$ cat src/rtl/hash_ctrl_pkg.sv
// Shared types for controllers that sequence messages through a pearson_hash8 core.
package hash_ctrl_pkg;

  typedef enum logic [2:0] {
    IDLE,
    LOAD,
    CLR,
    RUN,
    NEXT,
    RESP
  } hash_state_t;

  localparam logic [7:0] HASH_SEED = 8'h00;

endpackage

$ cat src/rtl/rr_arbiter.sv
// Combinational round-robin arbiter: grants the first requester strictly after last_grant.
module rr_arbiter #(
  parameter int unsigned NUM_REQ = 2
) (
  input  logic [NUM_REQ-1:0]         req,
  input  logic [$clog2(NUM_REQ)-1:0] last_grant,
  output logic [NUM_REQ-1:0]         grant,
  output logic [$clog2(NUM_REQ)-1:0] grant_idx
);

  localparam int unsigned ID_W = $clog2(NUM_REQ);

  always_comb begin
    logic            found;
    logic [ID_W-1:0] cand;
    found     = 1'b0;
    cand      = '0;
    grant     = '0;
    grant_idx = '0;
    // Offsets 1..NUM_REQ visit every requester once, ending at last_grant itself.
    for (int unsigned k = 1; k <= NUM_REQ; k++) begin
      cand = ID_W'((32'(last_grant) + k) % NUM_REQ);
      if (!found && req[cand]) begin
        found       = 1'b1;
        grant[cand] = 1'b1;
        grant_idx   = cand;
      end
    end
  end

endmodule

$ cat src/rtl/hash_core_arbiter.sv
// Shares one pearson_hash8 core between NUM_REQ requesters, chaining message bytes through it.
// Optional per-byte watchdog: define HASH_ARB_TIMEOUT_EN.
module hash_core_arbiter
  import hash_ctrl_pkg::*;
#(
  parameter int unsigned NUM_REQ        = 2,
  parameter int unsigned MAX_BYTES      = 4,
  parameter int unsigned LEN_W          = 3,
  parameter int unsigned TIMEOUT_CYCLES = 32
) (
  input  logic                           clock,
  input  logic                           reset_n,
  input  logic [NUM_REQ-1:0]             req_valid,
  input  logic [NUM_REQ*8*MAX_BYTES-1:0] req_data,
  input  logic [NUM_REQ*LEN_W-1:0]       req_len,
  output logic [NUM_REQ-1:0]             req_ready,
  output logic                           rsp_valid,
  input  logic                           rsp_ready,
  output logic [$clog2(NUM_REQ)-1:0]     rsp_id,
  output logic [7:0]                     rsp_hash,
  output logic                           rsp_err,
  output logic                           core_reset_n,
  output logic                           core_enable,
  output logic [7:0]                     core_message,
  input  logic [7:0]                     core_hash,
  input  logic                           core_finished
);

  localparam int unsigned      ID_W    = $clog2(NUM_REQ);
  localparam int unsigned      SLOT_W  = 8 * MAX_BYTES;
  localparam logic [LEN_W-1:0] MAX_LEN = LEN_W'(MAX_BYTES);

  hash_state_t       state_q, state_d;
  logic [SLOT_W-1:0] data_q, slot_c;
  logic [LEN_W-1:0]  len_q, idx_q, slot_len_c, len_eff_c, idx_inc_c;
  logic [ID_W-1:0]   id_q, last_grant_q, grant_idx_c;
  logic [NUM_REQ-1:0] grant_c;
  logic [7:0]        chain_q, rsp_hash_q, core_message_q, byte_c;
  logic              take_c, timeout_c;

  rr_arbiter #(.NUM_REQ(NUM_REQ)) u_rr_arbiter (
    .req        (req_valid),
    .last_grant (last_grant_q),
    .grant      (grant_c),
    .grant_idx  (grant_idx_c)
  );

  assign take_c    = (state_q == IDLE) && (|req_valid);
  assign len_eff_c = (len_q > MAX_LEN) ? MAX_LEN : len_q;
  assign idx_inc_c = idx_q + LEN_W'(1);

  // Slot and length of the granted requester.
  always_comb begin
    slot_c     = '0;
    slot_len_c = '0;
    for (int unsigned r = 0; r < NUM_REQ; r++) begin
      if (grant_c[r]) begin
        slot_c     = req_data[r*SLOT_W +: SLOT_W];
        slot_len_c = req_len[r*LEN_W +: LEN_W];
      end
    end
  end

  // Current message byte.
  always_comb begin
    byte_c = '0;
    for (int unsigned b = 0; b < MAX_BYTES; b++) begin
      if (idx_q == LEN_W'(b)) byte_c = data_q[b*8 +: 8];
    end
  end

  always_ff @(posedge clock) begin
    if (!reset_n) state_q <= IDLE;
    else          state_q <= state_d;
  end

  always_comb begin
    state_d = state_q;
    case (state_q)
      IDLE: if (|req_valid) state_d = LOAD;
      LOAD: state_d = (len_eff_c == '0) ? RESP : CLR;
      CLR:  state_d = RUN;
      RUN: begin
        if (core_finished)  state_d = NEXT;
        else if (timeout_c) state_d = RESP;
      end
      NEXT: state_d = (idx_inc_c == len_eff_c) ? RESP : CLR;
      RESP: if (rsp_ready) state_d = IDLE;
      default: state_d = IDLE;
    endcase
  end

  always_ff @(posedge clock) begin
    if (!reset_n) begin
      data_q         <= '0;
      len_q          <= '0;
      idx_q          <= '0;
      id_q           <= '0;
      last_grant_q   <= ID_W'(NUM_REQ - 1);
      chain_q        <= HASH_SEED;
      rsp_hash_q     <= 8'h00;
      core_message_q <= 8'h00;
    end else begin
      case (state_q)
        IDLE: begin
          if (take_c) begin
            data_q       <= slot_c;
            len_q        <= slot_len_c;
            id_q         <= grant_idx_c;
            last_grant_q <= grant_idx_c;
            idx_q        <= '0;
            chain_q      <= HASH_SEED;
          end
        end
        LOAD: if (len_eff_c == '0) rsp_hash_q <= 8'h00;
        CLR:  core_message_q <= byte_c ^ chain_q;
        RUN: begin
          if (core_finished)  chain_q    <= core_hash;
          else if (timeout_c) rsp_hash_q <= 8'h00;
        end
        NEXT: begin
          idx_q <= idx_inc_c;
          if (idx_inc_c == len_eff_c) rsp_hash_q <= chain_q;
        end
        default: ;
      endcase
    end
  end

`ifdef HASH_ARB_TIMEOUT_EN
  localparam int unsigned WD_W = $clog2(TIMEOUT_CYCLES + 1);

  logic [WD_W-1:0] wd_q;
  logic            rsp_err_q;

  // Per-byte watchdog: restarts in CLR, counts RUN cycles.
  always_ff @(posedge clock) begin
    if (!reset_n) begin
      wd_q      <= '0;
      rsp_err_q <= 1'b0;
    end else begin
      if (state_q == CLR)      wd_q <= '0;
      else if (state_q == RUN) wd_q <= wd_q + WD_W'(1);
      if (take_c)
        rsp_err_q <= 1'b0;
      else if ((state_q == RUN) && !core_finished && timeout_c)
        rsp_err_q <= 1'b1;
    end
  end

  assign timeout_c = (wd_q == WD_W'(TIMEOUT_CYCLES - 1));
  assign rsp_err   = rsp_err_q;
`else
  // Watchdog limit has no effect when the watchdog is not built.
  logic unused_timeout;
  assign unused_timeout = ^32'(TIMEOUT_CYCLES);
  assign timeout_c      = 1'b0;
  assign rsp_err        = 1'b0;
`endif

  assign req_ready    = (reset_n && (state_q == IDLE)) ? grant_c : '0;
  assign rsp_valid    = (state_q == RESP);
  assign rsp_id       = id_q;
  assign rsp_hash     = rsp_hash_q;
  assign core_enable  = (state_q == RUN);
  assign core_reset_n = reset_n && (state_q != CLR);
  assign core_message = core_message_q;

endmodule

$ cat config.mk
export PLATFORM = sky130hd
export DESIGN_NAME = hash_core_arbiter
export DESIGN_NICKNAME = d
export VERILOG_FILES = /design/src/rtl/hash_ctrl_pkg.sv /design/src/rtl/rr_arbiter.sv /design/src/rtl/hash_core_arbiter.sv
export SDC_FILE = /design/constraint.sdc
export NUM_CORES = 1
export LEC_CHECK = 0
export CAP_MARGIN = 20
export CORE_ASPECT_RATIO = 0.7
export CORE_MARGIN = 4
export CORE_UTILIZATION = 42
export DETAILED_ROUTE_END_ITERATION = 8
export PLACE_DENSITY = 0.72
export SYNTH_ARGS = -nofsm -noshare
export SYNTH_HDL_FRONTEND = slang
export SYNTH_SLANG_ARGS = --single-unit
$ cat constraint.sdc
create_clock -name clock -period 3.02 [get_ports clock]
set_input_delay 0.604 -clock clock [delete_from_list [all_inputs] [get_ports clock]]
set_output_delay 0.604 -clock clock [all_outputs]
set_load 0.01 [all_outputs]
==> results.py <==
metrics = {
    "pwr": {
        "p_per_area_nw_per_um2": 839,
        "power_mw": 4.16,
        "leakagePower_nw": 1.89,
        "worst_ir_drop_vdd_mv": 0.424,
    },
    "min_path": {
        "worst_hold_path.num_cells": 1,
        "hp-start": "rsp_hash[7]$_SDFFE_PN0P_",
        "hold_class": "reg2reg",
        "hold_end": "rsp_hash[7]$_SDFFE_PN0P_",
    },
    "grt": {
        "grt_use_met2_pct": 32.4,
        "use_met3_pct": 5.80,
        "grt_usage_pct": 20.3,
        "overflow": 0,
        "globalRoute.busiestLayer": "met2",
        "met1_usage_pct": 27.8,
        "antenna_found_initial": 0,
        "grt_max_degree": 46,
        "grt_pass1_vias": 3345,
        "grt_pass1_wl_um": 16700,
    },
    "setup_path": {
        "critical_path.max_fanout": 8,
        "start_kind": "input pin",
        "end_kind": "primary output",
        "r2r_slack_ns": 0.96,
        "reg2regPathDepth": 6,
        "r2r-end": "rsp_hash[6]$_SDFFE_PN0P_",
        "crit_type": "in2out",
        "worstPathRequired_ns": 2.42,
        "cp.arrival_ns": 2.25,
        "reg2reg_from": "idx_q[0]$_SDFFE_PN0P_",
    },
    "yosys": {
        "synth_nets": 484,
        "synth_async_sr_flop_share_pct": 0,
        "syn_avg_cell_area_sq_um": 9.13,
        "syn_inst": 395,
        "ys.warnings.count": 0,
        "synthDistinctLibCells": 60,
        "synth_flop_cell": "dfxtp_1",
        "netlist_area_sq_um": 3600,
        "yosysSeqAreaShare_pct": 37.2,
        "ys_ff_latch": 67,
        "synth_edf_count": 0,
    },
    "final_layout": {
        "final.fill_count": 713,
        "drive_above_1_share_pct": 13.5,
        "multi_input_area_sq_um": 2040,
        "utilization_pct": 61.1,
        "finish.net_count": 574,
        "ff_latch_area_sq_um": 1340,
        "antenna_cells": 0,
        "fin_area_sq_um": 4950,
        "fin_cells": 591,
        "syn2layout_area_growth_pct": 37.4,
    },
    "floorplanning": {
        "rows": 27,
        "io_pins": 107,
        "die_h_um": 85.5,
        "design.core.area_sq_um": 8110,
        "die_x_um": 119,
        "dieArea_sq_um": 10200,
        "start_util_pct": 44.5,
    },
    "route": {
        "drt_wl_total_um": 10200,
        "viasPerCell": 5.60,
        "drtAntennaViolNets": 0,
        "dr_total_vias": 3307,
        "drt_iter0_drc": 197,
        "firstDrtPassIters": 5,
        "drc": 0,
        "post_drt_wl_per_cell_um": 17.2,
    },
    "clock_tree": {
        "cts_root_buf": "clkbuf_16",
        "clk_path_buf_depth": 2,
        "postCtsSetupBuffers": 0,
        "numCtsBuffers": 9,
        "clk_latency_ns": 0.33,
        "cts_tree": "built",
        "cts-resized-gates": 0,
        "cts.hold.buffers_added": 0,
        "path_clk_slew_ns": 0.05,
        "htreeDepth": 3,
        "cts.sinks": 67,
    },
    "place": {
        "dp_worst_setup_slack_ns": 0.206,
        "hpwl_um": 7430,
        "placed_area_sq_um": 4660,
        "io_buffer_count": 105,
        "dp.cells": 575,
        "place.gp.congestion": 0.860,
    },
    "timing": {
        "maxSlewViolCount": 0,
        "post-route-period-util_pct": 94.4,
        "setup-tns-final_ns": 0,
        "clock.fmax_mhz": 351,
        "fin_ws_ns": 0.171,
        "holdWs_ns": 0.475,
        "worst_slew_pin_slew_ns": 0.583,
        "clock_skew_ns": 0.00782,
        "finalSetupViolCount": 0,
        "hold_viol_final": 0,
        "layout_min_cycle_time_ns": 2.85,
        "max_slew_margin_pct": 61.1,
        "rsz0062_at_grt": "no",
    },
    "status": {
        "status": "complete, no violations",
    },
    "run": {
        "max_cap_violations": 0,
    },
}
registers in the layout, indices dropped and copies added, names as in the netlist:
| name | flops |
|---|---|
| data_q | 32 |
| chain_q | 8 |
| core_message | 8 |
| rsp_hash | 8 |
| idx_q | 3 |
| len_q | 3 |
| state_q | 3 |
| last_grant_q | 1 |
| rsp_id | 1 |
routing by layer:
layer	part of all wire (%)	vias up
met4	0.28	0
met1	50	1585
met3	4.7	4
met2	45	77
li1	-	1641
met5	0	-
layout by cell type (no fill, tap or decap), types with 4 or more instances in the layout:
master / n
clkdlybuf4s50_1: 105
dfxtp_1: 67
nor2_1: 56
nor3_1: 40
a221oi_2: 28
nand2_1: 22
a21oi_1: 18
a22oi_1: 12
and3_1: 11
nor2b_1: 10
clkbuf_16: 9
a22o_1: 8
nand3b_1: 8
mux2i_1: 8
buf_4: 8
a211oi_1: 7
ha_1: 5
nand2b_1: 4
layout make-up:
cell class | count | share of cell area, %
Multi-Input combinational cell | 288 | 41.2
Inverter | 5 | 0.379
Timing Repair Buffer | 114 | 22.8
Clock inverter | 6 | 1.31
Clock buffer | 10 | 4.62
Sequential cell | 67 | 27.1
Tap cell | 101 | 2.55
cell families after synthesis:
logic type | synth area share, %
fa+ha+maj | 1.74
compound gates | 27.0
flops | 37.2
buf+inv | 6.39
mux | 2.22
other cells | 0.104
xor+xnor | 0.486
simple gates | 24.8
worst max-delay path, cell delays in order:
cell and delay, ns:
clkdlybuf4s50_1 0.66, and2_2 0.22, and3_1 0.17, clkdlybuf4s50_1 0.59
power breakdown:
part	total, mW	internal [mW]	switching (mW)	leakage [nW]
Sequential	1.36	1.15	0.211	0.549
Clock	1.03	0.640	0.392	0.143
Combinational	1.77	0.777	0.991	1.20
worst max-delay path by stage:
| stage | from | to | slack [ns] | depth (start not counted) |
|---|---|---|---|---|
| final | req_valid[0] | req_ready[0] | 0.17 | 4 |
| after global routing | req_valid[0] | req_ready[1] | 0.11 | 4 |
| after CTS | req_valid[0] | req_ready[0] | 0.19 | 4 |
| after detailed placement | req_valid[0] | req_ready[0] | 0.21 | 4 |
| after global placement | req_valid[0] | req_ready[0] | 0.24 | 4 |
| after floorplan | req_valid[0] | req_ready[0] | 1.06 | 5 |
synthesized netlist by cell type, drive strengths merged (5+ instances only):
cell type,n,share of area (%)
a22oi,12,2.5
and3,11,1.9
a221oi,31,12
ha,5,1.7
buf,26,4.9
a21oi,19,3.0
dfxtp,67,37
mux2i,8,2.2
nor2b,10,1.7
a211oi,8,1.8
nor3,41,5.8
clkbuf,9,0.94
inv,5,0.52
nand2,23,2.6
nor2,56,5.8
a22o,8,1.9
nand3b,8,1.7
No activity file was read; power rests on OpenSTA's default activity.
